==> config.mk <==
export PLATFORM = sky130hd
export DESIGN_NAME = mux8_rr_arbiter
export DESIGN_NICKNAME = d
export VERILOG_FILES = /design/src/rtl/mux8_rr_arbiter.sv
export SDC_FILE = /design/constraint.sdc
export NUM_CORES = 1
export LEC_CHECK = 0
export BUFFER_PORTS_ARGS = -buffer_cell sky130_fd_sc_hd__clkbuf_2
export CAP_MARGIN = 20
export CORE_ASPECT_RATIO = 1.4
export CORE_MARGIN = 1.5
export CORE_UTILIZATION = 55
export DETAILED_ROUTE_END_ITERATION = 8
export PLACE_DENSITY = 0.85
export SLEW_MARGIN = 10
export SYNTH_ARGS = -nofsm -noshare
export SYNTH_HDL_FRONTEND = slang
export SYNTH_SLANG_ARGS = --single-unit
==> constraint.sdc <==
create_clock -name clk -period 9 [get_ports clk]
set_input_delay 2.25 -clock clk [delete_from_list [all_inputs] [get_ports clk]]
set_output_delay 2.25 -clock clk [all_outputs]
set_load 0.01 [all_outputs]
==> src/rtl/mux8_rr_arbiter.sv <==
// Round-robin arbiter driving the select/enable of a shared 8:1 mux.
// A per-grant hold limit forces rotation among active requesters.
module mux8_rr_arbiter #(
   parameter int unsigned HOLD_MAX = 4
) (
   input  logic       clk,
   input  logic       rst_n,
   input  logic [7:0] req,
   output logic [2:0] sel,
   output logic       enable,
   output logic [7:0] grant
);

   localparam logic [7:0] LP_HOLD = 8'(HOLD_MAX);

   typedef enum logic {
      IDLE,
      GRANT
   } state_t;

   state_t     r_state;
   logic [2:0] r_owner;
   logic [2:0] r_ptr;
   logic [7:0] r_cnt;

   state_t     w_state;
   logic [2:0] w_owner;
   logic [2:0] w_ptr;
   logic [7:0] w_cnt;
   logic       w_drop;
   logic       w_tmo;
   logic [7:0] w_cand;

   // First set bit of c scanning p+1, p+2, ... with p itself examined last.
   function automatic logic [2:0] f_pick(
      input logic [7:0] c,
      input logic [2:0] p
   );
      logic [2:0] idx;
      logic       found;
      f_pick = p;
      found  = 1'b0;
      for (int i = 1; i <= 8; i++) begin
         idx = p + 3'(i);
         if (!found && c[idx]) begin
            f_pick = idx;
            found  = 1'b1;
         end
      end
   endfunction

   // State register; reset leaves ptr at 7 so index 0 wins first.
   always_ff @(posedge clk) begin
      if (!rst_n) begin
         r_state <= IDLE;
         r_owner <= 3'd0;
         r_ptr   <= 3'd7;
         r_cnt   <= 8'd0;
      end else begin
         r_state <= w_state;
         r_owner <= w_owner;
         r_ptr   <= w_ptr;
         r_cnt   <= w_cnt;
      end
   end

   // Next-state: grant, hold counting, release and back-to-back handover.
   always_comb begin
      w_state = r_state;
      w_owner = r_owner;
      w_ptr   = r_ptr;
      w_cnt   = r_cnt;
      w_drop  = ~req[r_owner];
      w_tmo   = (r_cnt == LP_HOLD);
      w_cand  = req;
      unique case (r_state)
         IDLE: begin
            if (|req) begin
               w_owner = f_pick(req, r_ptr);
               w_cnt   = 8'd1;
               w_state = GRANT;
            end
         end
         GRANT: begin
            if (w_drop || w_tmo) begin
               w_ptr = r_owner;
               if (w_drop) begin
                  w_cand[r_owner] = 1'b0;
               end
               if (|w_cand) begin
                  w_owner = f_pick(w_cand, r_owner);
                  w_cnt   = 8'd1;
               end else begin
                  w_state = IDLE;
                  w_cnt   = 8'd0;
               end
            end else begin
               w_cnt = r_cnt + 8'd1;
            end
         end
         default: begin
            w_state = IDLE;
         end
      endcase
   end

   // Outputs decode purely from registered state.
   assign enable = (r_state == GRANT);
   assign sel    = r_owner;
   assign grant  = enable ? (8'd1 << r_owner) : 8'd0;

endmodule

==> summary.md, run 1 <==
| Metric | Value |
|---|---|
| Pwr dens | 307.6 mW/mm^2 |
| CTS Sinks | 15 |
| Core area | 0.005159 mm^2 |
| Max-cap viol count | 0 |
| Worst-path clk slew | 0.06 ns |
| Routed vias/inst | 6.851 |
| GP Congestion | 1.010 |
| Max Buffers Root-to-Sink | 2 |
| Asr flop ratio synth | 0 |
| Root Buffer | clkbuf_8 |
| Antenna diode count | 0 |
| R2r setup slk | 4.44 ns |
| Share of cells above drive strength 1 | 0.2057 |
| Multi-input logic area | 0.002412 mm^2 |
| Required @ worst endpoint | 9.12 ns |
| Post-Synthesis Cells | 350 |
| Iteration-0 DRC count of the detailed router | 266 |
| Cts hold-fix bufs | 0 |
| Crit path max fanout | 18 |
| Die Y | 89.20 um |
| Lkg Pwr | 0.001236 uW |
| Die width | 64.57 um |
| Worst R2R Start | sel[1]$_SDFFE_PN0P_ |
| Fin. max-slew vios | 0 |
| Post-synthesis sequential area ratio | 0.1029 |
| Hold path cells | 2 |
| Worst Setup EP | sel[0]$_SDFFE_PN0P_ |
| First-pass GRT wire length | 12,260 um |
| Clock Latency Late Sink | 0.25 ns |
| Peak VDD IR | 220.4 uV |
| Final number of hold-violating endpoints | 0 |
| Vias in the first global route | 2,558 |
| Synth Flop Type | dfxtp_1 |
| Synth Area in XOR/XNOR | 0.01500 |
| # H-tree levels | 1 |
| Fin util | 0.5906 |
| Syn avg cell area | 8.340 um^2 |
| Post-DRT Antenna Nets | 0 |
| Simple-gate share of the synthesized area | 0.2173 |
| Vias post-DR | 2,850 |
| Yosys Warn Count | 0 |
| EDFF count, synth | 0 |
| Post-Synth Adder-Cell Area | 0.06858 |
| Row Count | 31 |
| Reg2reg end | sel[2]$_SDFFE_PN0P_ |
| Drt drc | 0 |
| Layout area overhead | 4.372% |
| CTS Buf Count | 3 |
| Final setup TNS | 0 ns |
| Post-DP HPWL | 5702 um |
| Crit Path Category | primary input to register |
| Multiplexer area fraction after synthesis | 0.2863 |
| Reg2reg path depth | 9 |
| Beginning of the critical path | req[5] |
| CP arrival | 4.70 ns |
| Initial Util | 0.5659 |
| # IOs | 22 |
| Crit start category | primary input |
| Mapped cell area | 0.002919 mm^2 |
| Layout Nets | 377 |
| Worst-Margin Slew | 0.8720 ns |
| Post-CTS sizing | 0 |
| Register area | 300.3 um^2 |
| Postcts setup bufs | 0 |
| Input/output buffers | 21 |
| Pin count of the biggest net entering global routing | 25 |
| CP endpoint kind | register |
| Synth Area in Compound Gates | 0.2392 |
| Post-synth cell types | 70 |
| Min-Delay Path Class | register to register |
| Remaining global-route overflow | 0 |
| Initial antenna violation count | 0 |
| Tcrit/Tclk final | 0.5095 |
| WL/cell | 18.54 um |
| Final setup viols | 0 |
| Net Count, Synth | 376 |
| Total track usage | 0.2661 |
| TritonCTS clock tree | yes |
| FILL cells | 459 |
| Main combinational cell family by area after synthesis | multiplexers |
| Flops & latches, synth | 15 |
| Worst slew margin | 0.4179 |
| Total wire length | 7714 um |
| DR pass1 iterations | 5 |
| Setup repair after global routing missed its margin | false |
| Die area | 0.005760 mm^2 |
| Status | finished clean |
| Minimum clock period | 4.586 ns |
| Clk_skew | 0.001015 ns |
| F_max | 218.1 MHz |
-- Yosys cell counts (2+ instances only) --
| master | instances | area share |
|---|---|---|
| o221ai_1 | 2 | 0.0060 |
| nor2b_1 | 5 | 0.011 |
| buf_6 | 2 | 0.0077 |
| mux2i_2 | 3 | 0.014 |
| and2_1 | 9 | 0.019 |
| a221oi_1 | 3 | 0.0090 |
| nor2_1 | 29 | 0.037 |
| clkbuf_1 | 18 | 0.023 |
| and3_1 | 13 | 0.028 |
| nor3b_1 | 6 | 0.015 |
| o22ai_1 | 7 | 0.015 |
| a21oi_1 | 16 | 0.027 |
| a211oi_1 | 2 | 0.0051 |
| a31o_1 | 3 | 0.0090 |
| nand4_1 | 4 | 0.0086 |
| a32oi_1 | 3 | 0.0090 |
| nor3_1 | 3 | 0.0051 |
| a31oi_1 | 8 | 0.017 |
| buf_1 | 2 | 0.0026 |
| o21bai_1 | 2 | 0.0051 |
| a21o_1 | 2 | 0.0051 |
| ha_1 | 16 | 0.069 |
| xnor2_1 | 2 | 0.0060 |
| xor2_1 | 3 | 0.0090 |
| dfxtp_1 | 15 | 0.10 |
| mux2i_1 | 13 | 0.045 |
| a22oi_1 | 2 | 0.0051 |
| mux4_2 | 25 | 0.19 |
| mux2_2 | 7 | 0.027 |
| nand2_1 | 20 | 0.026 |
| o21ai_0 | 18 | 0.031 |
| nand2b_1 | 4 | 0.0086 |
| nand3_1 | 16 | 0.027 |
| o21ai_1 | 2 | 0.0034 |
| nand4b_1 | 2 | 0.0060 |
| o21a_1 | 3 | 0.0077 |
| o211ai_1 | 3 | 0.0077 |
| buf_2 | 6 | 0.010 |
| inv_1 | 20 | 0.026 |
-- cells in the final DEF (no fill, tap or decap), drive strengths merged, types with 8 or more instances in the layout --
master / n
nor2: 29
o21ai: 20
inv: 20
mux2i: 17
nand3: 16
nand2: 20
mux4: 25
a21oi: 17
a31oi: 8
dfxtp: 15
and3: 13
clkbuf: 25
and2: 9
ha: 16
-- report_power, final --
group	switching, uW	total [uW]	leakage [uW]	internal [uW]
registers	39.3	116	0.000123	77.0
logic	426	767	0.00109	341
clock network	22.8	54.1	0.0000228	31.3
-- logic make-up (layout without fill, tap and decap cells) --
group | Yosys count | after routing
compound gates | 97 | 97
mux | 49 | 49
flops | 15 | 15
xor+xnor | 5 | 5
fa+ha+maj | 16 | 16
simple gates | 119 | 119
buf+inv | 49 | 49
-- worst min-delay path by stage --
stage	slack (ns)	end	from
floorplan	0.50	r_cnt[0]$_SDFFE_PN0N_	r_cnt[0]$_SDFFE_PN0N_
global placement	0.51	r_cnt[0]$_SDFFE_PN0N_	r_cnt[0]$_SDFFE_PN0N_
detailed placement	0.52	r_cnt[0]$_SDFFE_PN0N_	r_cnt[0]$_SDFFE_PN0N_
CTS	0.53	r_cnt[0]$_SDFFE_PN0N_	r_cnt[0]$_SDFFE_PN0N_
global route	0.56	r_cnt[0]$_SDFFE_PN0N_	r_cnt[0]$_SDFFE_PN0N_
finish	0.53	r_cnt[0]$_SDFFE_PN0N_	r_cnt[0]$_SDFFE_PN0N_
-- registers in the layout, summed over array words and instances (netlist names) --
| signal | count |
|---|---|
| r_cnt | 8 |
| r_ptr | 3 |
| sel | 3 |
| enable | 1 |
-- layout make-up --
type,instances,share of cell area
Multi-Input combinational cell,286,0.7918
Tap cell,66,0.02710
Clock buffer,4,0.01478
Sequential cell,15,0.09856
Timing Repair Buffer,24,0.04189
Inverter,21,0.02587
-- critical path, cell delays in order --
cell and delay (ns):
clkbuf_2 0.22, mux4_2 0.58, o2bb2ai_2 0.19, a21oi_1 0.12
mux4_2 0.54, nand2b_4 0.17, o31a_1 0.32, a32oi_1 0.18
o221ai_1 0.12
-- routing by layer --
| layer | track usage | wire (um) | vias to the layer above |
|---|---|---|---|
| met5 | 0 | 0 | - |
| met4 | 0.1238 | 278 | 0 |
| met3 | 0.02519 | 352 | 27 |
| met2 | 0.4735 | 4012 | 102 |
| met1 | 0.3264 | 3070 | 1380 |
| li1 | - | - | 1341 |
-- per-stage QoR --
step,cells,total power (uW),worst slack [ns],area [um^2],hold WS (ns)
global route,416,1007,4.071,3047,0.5612
global placement,412,857.1,4.196,3002,0.5137
floorplan,350,726.1,4.643,2919,0.4996
CTS,416,926.2,4.421,3047,0.5301
finish,416,937.3,4.414,3047,0.5314
detailed placement,412,871.0,4.186,3002,0.5196
Note: power is estimated with default switching activity, not from simulation.
==> inputs of run 2 (changes only) <==
--- a/config.mk
+++ b/config.mk
@@ -5,13 +5,14 @@
 export SDC_FILE = /design/constraint.sdc
 export NUM_CORES = 1
 export LEC_CHECK = 0
+export ABC_AREA = 1
 export BUFFER_PORTS_ARGS = -buffer_cell sky130_fd_sc_hd__clkbuf_2
 export CAP_MARGIN = 20
 export CORE_ASPECT_RATIO = 1.4
 export CORE_MARGIN = 1.5
 export CORE_UTILIZATION = 55
 export DETAILED_ROUTE_END_ITERATION = 8
-export PLACE_DENSITY = 0.85
+export PLACE_DENSITY = 0.86
 export SLEW_MARGIN = 10
 export SYNTH_ARGS = -nofsm -noshare
 export SYNTH_HDL_FRONTEND = slang
==> constraint.sdc (replaced) <==
create_clock -name clk -period 4.48 [get_ports clk]
set_input_delay 1.12 -clock clk [delete_from_list [all_inputs] [get_ports clk]]
set_output_delay 1.12 -clock clk [all_outputs]
set_load 0.01 [all_outputs]
==> run 2 against run 1 <==
Power rose by 82%. Clock power grew 100%. Core utilization is 0.88 points higher. Critical path depth is 8 higher. Highest routed layer unchanged. Cell count grew 12%. Combinational power increased by 81%. Design area shrank 18%. Via count shrank 8.7%. Die area decreased by 18%. Setup slack worse by 3.0 ns.
==> summary.md, run 2 <==
| Metric | Value |
|---|---|
| Required @ worst endpoint | 4.62 ns (-4.50 ns) |
| Min-Delay Path Class | register to register |
| EDFF count, synth | 0 (unchanged) |
| Iteration-0 DRC count of the detailed router | 100 (-62%) |
| Register area | 300.3 um^2 (unchanged) |
| Row Count | 28 (-9.7%) |
| Remaining global-route overflow | 0 (unchanged) |
| CTS Sinks | 15 (unchanged) |
| Die Y | 80.51 um (-9.7%) |
| Pwr dens | 682.1 mW/mm^2 (+120%) |
| Crit-path max cell delay | 0.68 ns (+0.10 ns) |
| DR pass1 iterations | 4 (-1) |
| Vias post-DR | 2,603 (-8.7%) |
| Vias in the first global route | 2,483 (-2.9%) |
| Met2 routed WL | 3168 um (-21%) |
| Final setup TNS | 0 ns (unchanged) |
| FILL cells | 421 (-8.3%) |
| Setup repair after global routing missed its margin | false |
| Synth Flop Type | dfxtp_1 |
| Final number of hold-violating endpoints | 0 (unchanged) |
| CP arrival | 3.16 ns (-1.54 ns) |
| Cts hold-fix bufs | 0 (unchanged) |
| Critical-path top delay cell | dfxtp_1 |
| Reg2reg end | sel[2]$_SDFFE_PN0P_ |
| Hold EP | r_cnt[7]$_SDFFE_PN0N_ |
| Clock Latency Late Sink | 0.25 ns (about the same) |
| Fin. max-slew vios | 0 (unchanged) |
| Peak VDD IR | 483.7 uV (+120%) |
| Share of cells above drive strength 1 | 0.1690 (-0.03667) |
| WL met3 | 188 um (-47%) |
| Most common cell after layout, fill and taps aside | nand2_1 |
| Root Buffer | clkbuf_8 |
| Post-CTS sizing | 0 (unchanged) |
| Top Metal Used | met4 |
| Worst slew margin | 0.5943 (+0.1764) |
| Crit path top cell by count | nand2_1 |
| Total track usage | 0.2682 (+0.002096) |
| Worst-Margin Slew | 0.6077 ns (-0.2643 ns) |
| Input/output buffers | 21 (unchanged) |
| TritonCTS clock tree | yes |
| Worst-path clk slew | 0.06 ns (about the same) |
| Clk_skew | 0.005534 ns (+0.004519 ns) |
| Yosys Warn Count | 0 (unchanged) |
| Net Count, Synth | 430 (+14%) |
| Multi-input logic area | 0.001748 mm^2 (-28%) |
| Final instance area | 0.002499 mm^2 (-18%) |
| Final setup viols | 0 (unchanged) |
| Total wire length | 5947 um (-23%) |
| Pin count of the biggest net entering global routing | 23 (-8.0%) |
| Postcts setup bufs | 0 (unchanged) |
| CTS Buf Count | 3 (unchanged) |
| Post-synth cell types | 36 (-49%) |
| Critical path, cell by cell | inv_1 > ha_1 > inv_2 > o21ai_1 > or2_1 > nand2_1 > nor2_4 > and3_4 > nand2_2 > nor2_4 > nand2_1 > nand2_1 > inv_1 > nand2_1 > a21oi_1 > nor2_1 > a21oi_2 |
| Post-synthesis sequential area ratio | 0.1273 (+0.02438) |
| Initial Util | 0.5660 (about the same) |
| Routed vias/inst | 5.598 (-18%) |
| Max FFs per register | 8 (unchanged) |
| Biggest register | r_cnt |
| Crit start category | register |
| Hold path start | r_cnt[7]$_SDFFE_PN0N_ |
| Initial antenna violation count | 0 (unchanged) |
| Crit path max fanout | 20 (+2) |
| Layout area overhead | 5.886% |
| Layout Nets | 447 (+19%) |
| Crit Path Category | register to register |
| R2r setup slk | 1.46 ns (-2.98 ns) |
| Post-Synthesis Cells | 404 (+15%) |
| Fin util | 0.5993 (+0.008751) |
| Core area | 0.004169 mm^2 (-19%) |
| Most common cell in the netlist | nand2_1 |
| Yosys top cell by area | nand2_1 |
| Commonest non-fill, non-tap cells in the layout | 123 x nand2_1, 51 x inv_1, 31 x nor2_1 |
| Minimum clock period | 3.021 ns |
| Post-DRT Antenna Nets | 0 (unchanged) |
| CP endpoint kind | register |
| Flops & latches, synth | 15 (unchanged) |
| Tcrit/Tclk final | 0.6743 |
| Syn avg cell area | 5.841 um^2 (-30%) |
| # IOs | 22 (unchanged) |
| Hold path cells | 2 (unchanged) |
| Post-DP HPWL | 4775 um (-16%) |
| Commonest cells post-synth | 123 x nand2_1, 51 x inv_1, 31 x nor2_1, 26 x nand3_1, 24 x o21ai_0 |
| Die width | 58.36 um (-9.6%) |
| Max Buffers Root-to-Sink | 2 (unchanged) |
| Asr flop ratio synth | 0 (unchanged) |
| First-pass GRT wire length | 10,210 um (-17%) |
| WL/cell | 12.79 um (-31%) |
| Reg2reg path depth | 17 (+8) |
| M1 WL | 2446 um (-20%) |
| Lkg Pwr | 0.001254 uW (+1.5%) |
| F_max | 331.1 MHz |
| Area share of the largest cell type after synthesis | 0.1957 (+0.002767) |
| Post-placement cell area | 0.002452 mm^2 (-18%) |
| Drt drc | 0 (unchanged) |
| Antenna diode count | 0 (unchanged) |
| GP Congestion | 0.9336 (-7.6%) |
| # H-tree levels | 1 (unchanged) |
| Die area | 0.004698 mm^2 (-18%) |
| Synth area leaders | nand2_1 20%, dfxtp_1 13%, ha_1 8.5%, inv_1 8.1%, nand3_2 5.9% |
| Max-cap viol count | 0 (unchanged) |
| Mapped cell area | 0.002360 mm^2 (-19%) |
| Worst R2R Start | r_ptr[0]$_SDFFE_PN1P_ |
| Status | finished clean |
run 2: cell count changes in the layout (fill, tap and decap cells not counted), moves of 8 or more:
| cell | before | now |
|---|---|---|
| and3_1 | 13 | 0 |
| inv_2 | 0 | 8 |
| mux4_2 | 25 | 0 |
| nand3_2 | 0 | 14 |
| inv_1 | 20 | 51 |
| nand2_1 | 20 | 123 |
| a21oi_1 | 16 | 6 |
| mux2i_1 | 13 | 0 |
| nand3_1 | 16 | 26 |
| o21ai_1 | 2 | 20 |
run 2: layout make-up:
cell class	count	share of cell area
Clock buffer	3	0.01652
Clock inverter	1	0.002003
Tap cell	45	0.02253
Multi-Input combinational cell	318	0.6995
Inverter	60	0.09114
Timing Repair Buffer	23	0.04807
Sequential cell	15	0.1202
run 2: worst max-delay path: cells and delay by family (launching register included):
| family | cells | cell delay, ns |
|---|---|---|
| compound gates | 3 | 0.28 |
| flops | 1 | 0.68 |
| fa+ha+maj | 1 | 0.45 |
| simple gates | 10 | 1.14 |
| buf+inv | 3 | 0.34 |
run 2: how the worst max path moves through the flow:
stage | start | depth (start not counted) | end
after global routing | r_ptr[0]$_SDFFE_PN1P_ | 17 | sel[2]$_SDFFE_PN0P_
after global placement | req[4] | 19 | sel[2]$_SDFFE_PN0P_
after floorplan | req[4] | 18 | sel[2]$_SDFFE_PN0P_
after CTS | r_ptr[0]$_SDFFE_PN1P_ | 17 | sel[2]$_SDFFE_PN0P_
final | r_ptr[0]$_SDFFE_PN1P_ | 17 | sel[2]$_SDFFE_PN0P_
after detailed placement | req[4] | 19 | sel[2]$_SDFFE_PN0P_
run 2: cells by family (layout without fill, tap and decap cells):
family / Yosys count / after routing / share of synthesized area
AO/OA/AOI/OAI: 69 / 69 / 0.1734
buffers and inverters: 71 / 87 / 0.1320
flip-flops: 15 / 15 / 0.1273
AND/OR/NAND/NOR: 227 / 227 / 0.4602
adder cells (fa/ha/maj): 16 / 16 / 0.08483
XOR/XNOR: 6 / 6 / 0.02227
run 2: per-layer routing:
metal / track usage / vias up
met3: 0.02093 / 15
met2: 0.5090 / 72
met1: 0.2963 / 1175
met4: 0.1070 / 0
met5: 0 / -
li1: - / 1341
run 2: per-stage QoR:
| stage | worst slack, ns | hold WS [ns] | cells | power (uW) |
|---|---|---|---|---|
| 2_1_floorplan | 1.779 | 0.4453 | 404 | 1334 |
| 3_3_place_gp | 1.494 | 0.4536 | 461 | 1542 |
| 3_5_place_dp | 1.407 | 0.4576 | 461 | 1578 |
| 4_1_cts | 1.479 | 0.4950 | 465 | 1688 |
| 5_1_grt | 1.124 | 0.5290 | 465 | 1900 |
| 6_report | 1.459 | 0.4935 | 465 | 1704 |
run 2: power breakdown:
| group | total [uW] | switching [uW] | internal [uW] | leakage (uW) |
|---|---|---|---|---|
| Clock | 108 | 46.6 | 61.5 | 0.0000255 |
| Sequential | 210 | 53.7 | 156 | 0.000123 |
| Combinational | 1390 | 922 | 464 | 0.00111 |
| Total | 1700 | 1020 | 682 | 0.00125 |
